**src/rtl/dcp_hex_tx_pkg.sv**
```systemverilog
// -----------------------------------------------------------------------------
// dcp_hex_tx_pkg
// Shared definitions for the debug command print path: print FSM state
// encodings, separator codes and the ASCII characters the hex printer emits.
// No ports (package).
// -----------------------------------------------------------------------------
package dcp_hex_tx_pkg;

    typedef enum logic [1:0] {
        ST_IDLE  = 2'd0,
        ST_DIGIT = 2'd1,
        ST_SEP1  = 2'd2,
        ST_SEP2  = 2'd3
    } state_e;

    // Separator codes carried alongside each word
    localparam logic [1:0] SEP_NONE  = 2'b00;
    localparam logic [1:0] SEP_SPACE = 2'b01;
    localparam logic [1:0] SEP_CRLF  = 2'b10;
    localparam logic [1:0] SEP_COLON = 2'b11;

    localparam logic [7:0] ASCII_SPACE   = 8'h20;
    localparam logic [7:0] ASCII_CR      = 8'h0D;
    localparam logic [7:0] ASCII_LF      = 8'h0A;
    localparam logic [7:0] ASCII_COLON   = 8'h3A;
    localparam logic [7:0] ASCII_ZERO    = 8'h30;
    localparam logic [7:0] ASCII_UPPER_A = 8'h41;
    localparam logic [7:0] ASCII_LOWER_A = 8'h61;

    // First separator character; CR LF is the only two-character separator.
    function automatic logic [7:0] sep_first_char(input logic [1:0] sep);
        case (sep)
            SEP_SPACE: return ASCII_SPACE;
            SEP_CRLF:  return ASCII_CR;
            SEP_COLON: return ASCII_COLON;
            default:   return 8'h00;
        endcase
    endfunction

endpackage

```
**src/rtl/dcp_hex_tx_hex_nibble_ascii.sv**
```systemverilog
// -----------------------------------------------------------------------------
// hex_nibble_ascii
// Combinational conversion of one hex nibble to its ASCII character.
// Parameters:
//   UPPER     1 -> 'A'..'F' for 10..15, 0 -> 'a'..'f'
// Ports:
//   nibble_i  in   4  value 0..15
//   ascii_o   out  8  ASCII character '0'..'9', 'A'/'a'..'F'/'f'
// -----------------------------------------------------------------------------
module hex_nibble_ascii
    import dcp_hex_tx_pkg::*;
#(
    parameter bit UPPER = 1'b1
) (
    input  logic [3:0] nibble_i,
    output logic [7:0] ascii_o
);

    localparam logic [7:0] ALPHA_BASE = UPPER ? ASCII_UPPER_A : ASCII_LOWER_A;

    always_comb begin
        if (nibble_i < 4'd10) begin
            ascii_o = ASCII_ZERO + {4'h0, nibble_i};
        end else begin
            ascii_o = ALPHA_BASE + {4'h0, nibble_i} - 8'd10;
        end
    end

endmodule

```
**src/rtl/dcp_hex_tx.sv**
```systemverilog
// -----------------------------------------------------------------------------
// dcp_hex_tx
// Print stage for the debug command units: takes one 32-bit word plus a
// separator code and streams it toward the UART as ASCII hex (most
// significant digit first) followed by the optional separator.
// Parameters:
//   DIGITS   hex digits per word, taken from the low nibbles (legal 1..8)
//   UPPER    1 -> upper-case hex letters, 0 -> lower-case
// Ports:
//   clk       in   1   clock, rising edge
//   rst       in   1   asynchronous reset, active low
//   vld_tx    in   1   upstream word valid
//   d_tx      in   32  word to print
//   sep_tx    in   2   separator: 00 none, 01 space, 10 CR LF, 11 ':'
//   rdy_tx    out  1   stage idle and able to accept a word
//   out_vld   out  1   out_byte valid toward the UART
//   out_byte  out  8   ASCII character
//   out_rdy   in   1   UART takes out_byte
//   busy      out  1   word in progress
// -----------------------------------------------------------------------------
module dcp_hex_tx
    import dcp_hex_tx_pkg::*;
#(
    parameter int unsigned DIGITS = 8,
    parameter bit          UPPER  = 1'b1
) (
    input  logic        clk,
    input  logic        rst,
    input  logic        vld_tx,
    input  logic [31:0] d_tx,
    input  logic [1:0]  sep_tx,
    output logic        rdy_tx,
    output logic        out_vld,
    output logic [7:0]  out_byte,
    input  logic        out_rdy,
    output logic        busy
);

    localparam logic [2:0] CNT_INIT = 3'(DIGITS - 1);
    // Bit position of the most significant printed nibble
    localparam int         MSN_LSB  = 4 * (int'(DIGITS) - 1);

    state_e      state_q, state_d;
    logic [2:0]  cnt_q, cnt_d;
    logic [31:0] word_q, word_d;
    logic [1:0]  sep_q, sep_d;
    logic        out_vld_q, out_vld_d;
    logic [7:0]  out_byte_q, out_byte_d;

    logic        hs;
    logic [2:0]  cnt_m1;
    logic [3:0]  nibble;
    logic [7:0]  digit_ascii;

    assign hs     = out_vld_q & out_rdy;
    assign cnt_m1 = cnt_q - 3'd1;

    // Outputs are registered, so the byte loaded on a given edge is the one
    // for the next position: the top digit of the incoming word on accept,
    // otherwise the digit one below the one currently being presented.
    assign nibble = (state_q == ST_IDLE) ? d_tx[MSN_LSB +: 4]
                                         : word_q[{cnt_m1, 2'b00} +: 4];

    hex_nibble_ascii #(
        .UPPER (UPPER)
    ) u_nibble (
        .nibble_i (nibble),
        .ascii_o  (digit_ascii)
    );

    // ---------------------------------------------------------------- state
    // NOTE: sequential state uses non-blocking assignments so every register
    // samples the pre-edge values regardless of statement order.
    always_ff @(posedge clk or negedge rst) begin
        if (!rst) begin
            state_q    <= ST_IDLE;
            cnt_q      <= 3'd0;
            word_q     <= 32'd0;
            sep_q      <= SEP_NONE;
            out_vld_q  <= 1'b0;
            out_byte_q <= 8'h00;
        end else begin
            state_q    <= state_d;
            cnt_q      <= cnt_d;
            word_q     <= word_d;
            sep_q      <= sep_d;
            out_vld_q  <= out_vld_d;
            out_byte_q <= out_byte_d;
        end
    end

    // ----------------------------------------------------------- next state
    // NOTE: every variable gets a hold default before the case so no path
    // leaves it unassigned, which would otherwise infer a latch.
    always_comb begin
        state_d = state_q;
        cnt_d   = cnt_q;
        word_d  = word_q;
        sep_d   = sep_q;
        case (state_q)
            ST_IDLE: begin
                if (vld_tx) begin
                    state_d = ST_DIGIT;
                    cnt_d   = CNT_INIT;
                    word_d  = d_tx;
                    sep_d   = sep_tx;
                end
            end
            ST_DIGIT: begin
                if (hs) begin
                    if (cnt_q != 3'd0) begin
                        cnt_d = cnt_m1;
                    end else begin
                        state_d = (sep_q == SEP_NONE) ? ST_IDLE : ST_SEP1;
                    end
                end
            end
            ST_SEP1: begin
                if (hs) begin
                    state_d = (sep_q == SEP_CRLF) ? ST_SEP2 : ST_IDLE;
                end
            end
            ST_SEP2: begin
                if (hs) begin
                    state_d = ST_IDLE;
                end
            end
            default: state_d = ST_IDLE;
        endcase
    end

    // -------------------------------------------------------------- outputs
    // Next presented byte; out_vld drops together with the return to IDLE.
    always_comb begin
        out_vld_d  = out_vld_q;
        out_byte_d = out_byte_q;
        case (state_q)
            ST_IDLE: begin
                if (vld_tx) begin
                    out_vld_d  = 1'b1;
                    out_byte_d = digit_ascii;
                end
            end
            ST_DIGIT: begin
                if (hs) begin
                    if (cnt_q != 3'd0) begin
                        out_byte_d = digit_ascii;
                    end else if (sep_q == SEP_NONE) begin
                        out_vld_d = 1'b0;
                    end else begin
                        out_byte_d = sep_first_char(sep_q);
                    end
                end
            end
            ST_SEP1: begin
                if (hs) begin
                    if (sep_q == SEP_CRLF) begin
                        out_byte_d = ASCII_LF;
                    end else begin
                        out_vld_d = 1'b0;
                    end
                end
            end
            ST_SEP2: begin
                if (hs) begin
                    out_vld_d = 1'b0;
                end
            end
            default: out_vld_d = 1'b0;
        endcase
    end

    assign rdy_tx   = (state_q == ST_IDLE);
    assign busy     = (state_q != ST_IDLE);
    assign out_vld  = out_vld_q;
    assign out_byte = out_byte_q;

endmodule

```
**config.mk**
```make
export PLATFORM = sky130hd
export DESIGN_NAME = dcp_hex_tx
export DESIGN_NICKNAME = d
export VERILOG_FILES = /design/src/rtl/dcp_hex_tx_pkg.sv /design/src/rtl/dcp_hex_tx_hex_nibble_ascii.sv /design/src/rtl/dcp_hex_tx.sv
export SDC_FILE = /design/constraint.sdc
export NUM_CORES = 1
export LEC_CHECK = 0
export CAP_MARGIN = 20
export CORE_MARGIN = 2
export CORE_UTILIZATION = 52
export DETAILED_ROUTE_END_ITERATION = 12
export GPL_TIMING_DRIVEN = 0
export PLACE_DENSITY = 0.84
export SKIP_LAST_GASP = 1
export SLEW_MARGIN = 20
export SYNTH_ARGS = -nofsm -noshare
export SYNTH_HDL_FRONTEND = slang
export SYNTH_HIERARCHICAL = 1
export SYNTH_SLANG_ARGS = --single-unit
```
**constraint.sdc**
```tcl
create_clock -name clk -period 3.1 [get_ports clk]
set_input_delay 0.775 -clock clk [delete_from_list [all_inputs] [get_ports clk]]
set_output_delay 0.775 -clock clk [all_outputs]
set_load 0.005 [all_outputs]
```
* After elaboration in Yosys (flattened, before gate mapping)
Index checks and enable logic that the tools add are counted.
Word-level totals: register bits 48, bits in latches 0, RAM bits 0, ROM bits 0, input port bits 38, output and inout bits 11, logic and storage cells 70, memories kept 0
Cells by class: add/sub/neg operators 4, multipliers 0, divide/modulo/power cells 0, magnitude comparators 1, eq/ne operators 16, shifts and indexed selects 1, mux-type cells 30, bitwise gates (word level) 1, reduce and logical (&&, ||, !) cells 11
Operators with widths (count):
- $mux W8 | 7
- $shiftx A32 B6 Y4 | 1
- $pmux W8 S3 | 1
- $ne A2 B2 Y1 const B | 9
- $pmux W6 S3 | 1
- $mux W2 | 7
- $mux W3 | 3
- $add A7 B4 Y8 const A | 1
- $eq A2 B2 Y1 const B | 4
- $pmux W2 S4 | 1
- $sub A8 B4 Y8 const B | 1
- $add A6 B4 Y7 const A | 1
- $mux W1 | 7
- $reduce_and A7 Y1 | 1
- $pmux W3 S2 | 1
- $reduce_and A6 Y1 | 1
- $reduce_bool A3 Y1 | 2
- $reduce_and A5 Y1 | 1
- $eq A2 B1 Y1 const B | 2
- $logic_not A2 Y1 | 2
- $lt A4 B4 Y1 const B | 1
- $mux W4 | 1
- $pmux W1 S4 | 1
- $reduce_and A4 Y1 | 1
- other kinds (5) | 6

* Logic depth before layout (Yosys ltp)
Gate-level depths: netlist (run 1).
depth after elaboration 9, mapped depth 14, depth with buffers taken out 12

* By module
Netlist (run 1), hierarchy kept.
By module, submodules not included:
- dcp_hex_tx | instances 1, cells each 199, area an instance 2474.9 um2, sequential area each 1201.2 um2
- hex_nibble_ascii | instances 1, cells each 16, area an instance 105.1 um2, sequential area each 0.0 um2

* Worst setup path before layout (run 1)
OpenSTA, ideal clock, no wires.
kind register to register, start register cnt_q[0], end register out_byte_q[1], in the netlist out_byte[1], library setup time 0.125 ns, data arrival time 2.777 ns, required time 2.975 ns, path slack 0.198 ns, cell stages (with the launch flop) 14, path buffers 2, period minus slack after synthesis 2.902 ns, cell sequence dfrtp_1 -> buf_2 -> buf_2 -> inv_1 -> ha_1 -> xnor2_1 -> nand2_1 -> o22ai_1 -> o31ai_1 -> inv_1 -> ha_1 -> a21oi_1 -> a221o_1 -> mux2_2
Between the ends: cells in the longest elaborated chain, start to end 9, elaborated cells between the ends (all ways) 15, those cells by class add/sub: 4; order compare: 1; eq/ne: 1; shift: 1; mux: 6; reduce/logical: 2
Ends and longest elaborated chain:
- start, declared | line dcp_hex_tx.sv:44 | logic [2:0] cnt_q, cnt_d;
- start signal, assigned | line dcp_hex_tx.sv:84 | cnt_q <= cnt_d;
- $sub A3 B1 Y3 * | line dcp_hex_tx.sv:56 | assign cnt_m1 = cnt_q - 3'd1;
- $shiftx A32 B6 Y4 * | line dcp_hex_tx.sv:62 | : word_q[{cnt_m1, 2'b00} +: 4];
- $mux W4 * | line dcp_hex_tx.sv:61 | assign nibble = (state_q == ST_IDLE) ? d_tx[MSN_LSB +: 4]
- net nibble[1] | line dcp_hex_tx.sv:52 | logic [3:0] nibble;
- $add A7 B4 Y8 | line dcp_hex_tx_hex_nibble_ascii.sv:25 | ascii_o = ALPHA_BASE + {4'h0, nibble_i} - 8'd10;
- $sub A8 B4 Y8 | line dcp_hex_tx_hex_nibble_ascii.sv:25
- $mux W8 * | line dcp_hex_tx_hex_nibble_ascii.sv:22 | if (nibble_i < 4'd10) begin
- net digit_ascii[1] | line dcp_hex_tx.sv:53 | logic [7:0] digit_ascii;
- $mux W8 | line dcp_hex_tx.sv:146 | if (cnt_q != 3'd0) begin
- $mux W8 | line dcp_hex_tx.sv:145 | if (hs) begin
- $pmux W8 S3 * | line dcp_hex_tx.sv:137 | case (state_q)
- end signal, assigned | line dcp_hex_tx.sv:88 | out_byte_q <= out_byte_d;
- end, declared | line dcp_hex_tx.sv:48 | logic [7:0] out_byte_q, out_byte_d;
Mark *: on every way through the listed nets, which the timed path passes. The rest lies on a longest branch. The select of a mux whose other input is x is not followed. A chain may end at the register's enable or synchronous reset.

* Worst setup path after layout (run 1)
Ends and elaborated chain as after synthesis.

==> results by group, run 1 <==
Layout
  – Non-filler cells in the finished layout: 338
  – Final nets: 315
  – Final antenna diode count: 0
  – Filler cell count: 383
  – Multi-input gate area: 1300 sq um
  – Area grow syn2layout: 27.1%
  – Final Core Density: 0.690
  – Layout cells sized above 1: 0.292
  – Reg area: 1200 sq um

Critical path
  – CP max stage delay: 0.36 ns
  – Buf+Inv Stages, Crit Path: 3
  – Critical path type: reg2reg
  – Required @ worst endpoint: 3.29 ns
  – Slowest CP cell: o31ai_4
  – CP arrival: 3.14 ns
  – Crit path launch type: flop
  – Critical Path Fanout Max: 19
  – Crit path cell chain: buf_4 -> inv_1 -> ha_1 -> xnor2_1 -> nand2b_1 -> o22ai_1 -> o31ai_4 -> inv_1 -> ha_1 -> a21oi_1 -> a221o_1 -> mux2_2
  – CP endpoint kind: flop
  – Dominant delay contributor by cell family on the critical path: compound AO/OA/AOI/OAI gates

Yosys
  – Count of cell types in the netlist: 41
  – Avg Cell Area, Syn: 12.0 sq um
  – Register bit total from synthesis: 48
  – Main synth FF type: dfrtp_1
  – Top area cells in the synthesized netlist: dfrtp_1, mux2_2, ha_1, o22ai_1, mux2i_1
  – Synthesized net count: 260
  – Sequential area share after synthesis: 0.466
  – Mapped Cells: 215
  – Synth warnings: 6
  – Yosys top cell by area: dfrtp_1
  – Share of the synthesized area in the top cell type: 0.466
  – Synth async-reset ratio: 1.00
  – EDFF count, synth: 0
  – Cell Area, Synth: 2580 sq um

Detailed routing
  – DRC Markers: 0
  – Met3 WL: 166 um
  – Vias: 1826
  – Per-cell routed wire length: 14.8 um
  – Vias per inst: 5.40
  – Top sig layer: met4
  – Met2 WL: 2.53 mm
  – Pre-Repair DR Iteration Count: 4
  – Iteration-0 DRC Markers: 91
  – WL met1: 2.15 mm
  – Routed Antenna Nets: 0
  – WL final: 4.99 mm

Floorplan
  – Initial Util: 0.543
  – # IOs: 49
  – Rows: 25
  – Die Area: 5540 sq um
  – Die Wd: 74.4 um
  – Die Ht: 74.4 um
  – Core Box Area: 4750 sq um

Global routing
  – Total track usage: 0.193
  – Largest net degree at the start of global routing: 28
  – Number of global-route vias before repair: 1773
  – Initial antenna violation count: 0
  – Overflow after GRT: 0
  – First-pass GRT wire length: 8.00 mm

Power
  – Worst vdd ir: 0.212 mV
  – Pleak: 1.61 nW
  – Power per Cell Area: 327 nW/um^2
  – Total power: 1.07 mW

Timing
  – RSZ-0062 raised after global routing: false
  – Crit path time final: 2.94 ns
  – Setup TNS: 0 ns
  – Slew HR: 0.577
  – Slew Limit Fails: 0
  – Tightest Pin Transition: 0.635 ns
  – Setup violators final: 0
  – Hold Worst Slack: 0.427 ns
  – Max Freq: 0.340 GHz
  – Clock Skew: 0.00498 ns
  – Hold Fails Final Rpt: 0
  – Final Cycle Share: 0.950

Clock network
  – Hold Buf Count CTS: 0
  – Clock root buffer: clkbuf_8
  – CTS buffer count: 5
  – Setup Fix Bufs, Post-CTS: 0
  – H-tree depth: 2
  – Clock-pin slew on the worst setup and hold paths: 0.09 ns
  – CTS sink cnt: 48
  – Max clock buf depth: 2
  – Clock tree from TritonCTS: done
  – Worst skew pair latency: 0.30 ns

Placement
  – DP Wirelength: 3.75 mm
  – RD Place Congestion: 0.816
  – Inst Count DP: 331
  – Number of buffers added on ports: 48

Run status
  – Outcome: finished, final reports clean

Worst hold path
  – Hold Crit Class: in2async

Job
  – Max Cap Violations: 0
[cell usage after synthesis (2+ instances only)]
library cell / n
mux2_2: 55
dfrtp_1: 48
inv_1: 14
nand2_1: 14
o22ai_1: 10
a21oi_1: 8
ha_1: 7
mux2i_1: 6
nor2b_1: 5
o31ai_1: 5
clkbuf_1: 4
a2bb2oi_1: 2
and3_1: 2
buf_2: 2
buf_6: 2
nand2b_1: 2
nand2b_4: 2
o21ai_0: 2
o21ai_1: 2
xnor2_1: 2
[where the power goes]
group          internal [mW]  switching (mW)
registers              0.625               0
logic                 0.0434          0.0203
clock network          0.181           0.201
[flip-flops by register name, indices dropped and copies added, names as in the netlist]
| register | flops |
|---|---|
| cnt_q | 3 |
| out_byte | 8 |
| out_vld | 1 |
| sep_q | 2 |
| state_q | 2 |
| word_q | 32 |
[worst reg2reg max path: cells and delay by family (launching register included)]
kind                       cells  cell delay [ns]
AOI/OAI and AO/OA              4             0.92
muxes                          1             0.25
buffers and inverters          3             0.44
DFF                            1             0.33
adders and majority gates      2             0.57
and+or+nand+nor                1             0.15
xor gates and xnor gates       1             0.17
[cells by family after synthesis]
| family | Yosys count | synth area share |
|---|---|---|
| other | 1 | 0.00145 |
| xor gates and xnor gates | 3 | 0.0102 |
| DFF | 48 | 0.466 |
| AOI/OAI and AO/OA | 37 | 0.0951 |
| and+or+nand+nor | 33 | 0.0786 |
| adders and majority gates | 7 | 0.0339 |
| buffers and inverters | 23 | 0.0417 |
| muxes | 63 | 0.274 |
[metrics by stage]
stage	area [sq um]	worst slack [ns]
after floorplan	2580	0.198
after global placement	3140	-0.288
after detailed placement	3160	-0.360
after CTS	3270	0.0282
after global routing	3280	0.00489
final	3280	0.155
[routing by layer]
layer,global-route usage,vias to the layer above
met5,0,-
met4,0.0754,0
met3,0.0407,11
met2,0.328,47
met1,0.242,893
li1,-,875
[cell usage in the layout (no fill, tap or decap), types with 5 or more instances in the layout]
master / n
inv_1: 14
clkbuf_1: 5
ha_1: 7
clkbuf_8: 6
clkdlybuf4s50_1: 47
mux2_2: 55
a21oi_1: 8
nand2_1: 14
dfrtp_1: 48
nor2b_1: 5
mux2i_1: 6
o22ai_1: 10
[layout make-up]
type / instances / area share
repair buffers: 49 / 0.151
well taps: 67 / 0.0256
inverters: 14 / 0.0160
flip-flops and latches: 48 / 0.366
plain buffers: 8 / 0.0160
clock inverters: 1 / 0.00229
clock buffers: 7 / 0.0263
multi-input cells: 144 / 0.396
[final timing paths]
check,slack [ns],from,end,cells after the start
max in group asynchronous,2.16,rst,word_q[11],2
max reg2reg,0.16,cnt_q[0],out_byte[1],12
max,0.16,cnt_q[0],out_byte[1],12
min,0.43,rst,out_vld,1
min reg2reg,0.51,word_q[9],word_q[9],1
min in group clk,0.51,word_q[9],word_q[9],1
[repair_timing]
| item | CTS | global route |
|---|---|---|
| gates resized for setup | 4 | 3 |
| pin swaps | 0 | 0 |
| endpoints found under the setup margin | 7 | 5 |
Note: power is estimated with default switching activity, not from simulation.
==> run 2, diff against run 1 <==
--- a/config.mk
+++ b/config.mk
@@ -11,7 +11,6 @@
 export DETAILED_ROUTE_END_ITERATION = 12
 export GPL_TIMING_DRIVEN = 0
 export PLACE_DENSITY = 0.84
-export SKIP_LAST_GASP = 1
 export SLEW_MARGIN = 20
 export SYNTH_ARGS = -nofsm -noshare
 export SYNTH_HDL_FRONTEND = slang
==> results of run 2 <==
The final DEF is identical to that of run 1; final timing and power are the same.
==> run 3, diff against run 2 <==
--- a/config.mk
+++ b/config.mk
@@ -5,7 +5,6 @@
 export SDC_FILE = /design/constraint.sdc
 export NUM_CORES = 1
 export LEC_CHECK = 0
-export CAP_MARGIN = 20
 export CORE_MARGIN = 2
 export CORE_UTILIZATION = 52
 export DETAILED_ROUTE_END_ITERATION = 12
==> results of run 3 <==
The final DEF is identical to that of run 1; final timing and power are the same.
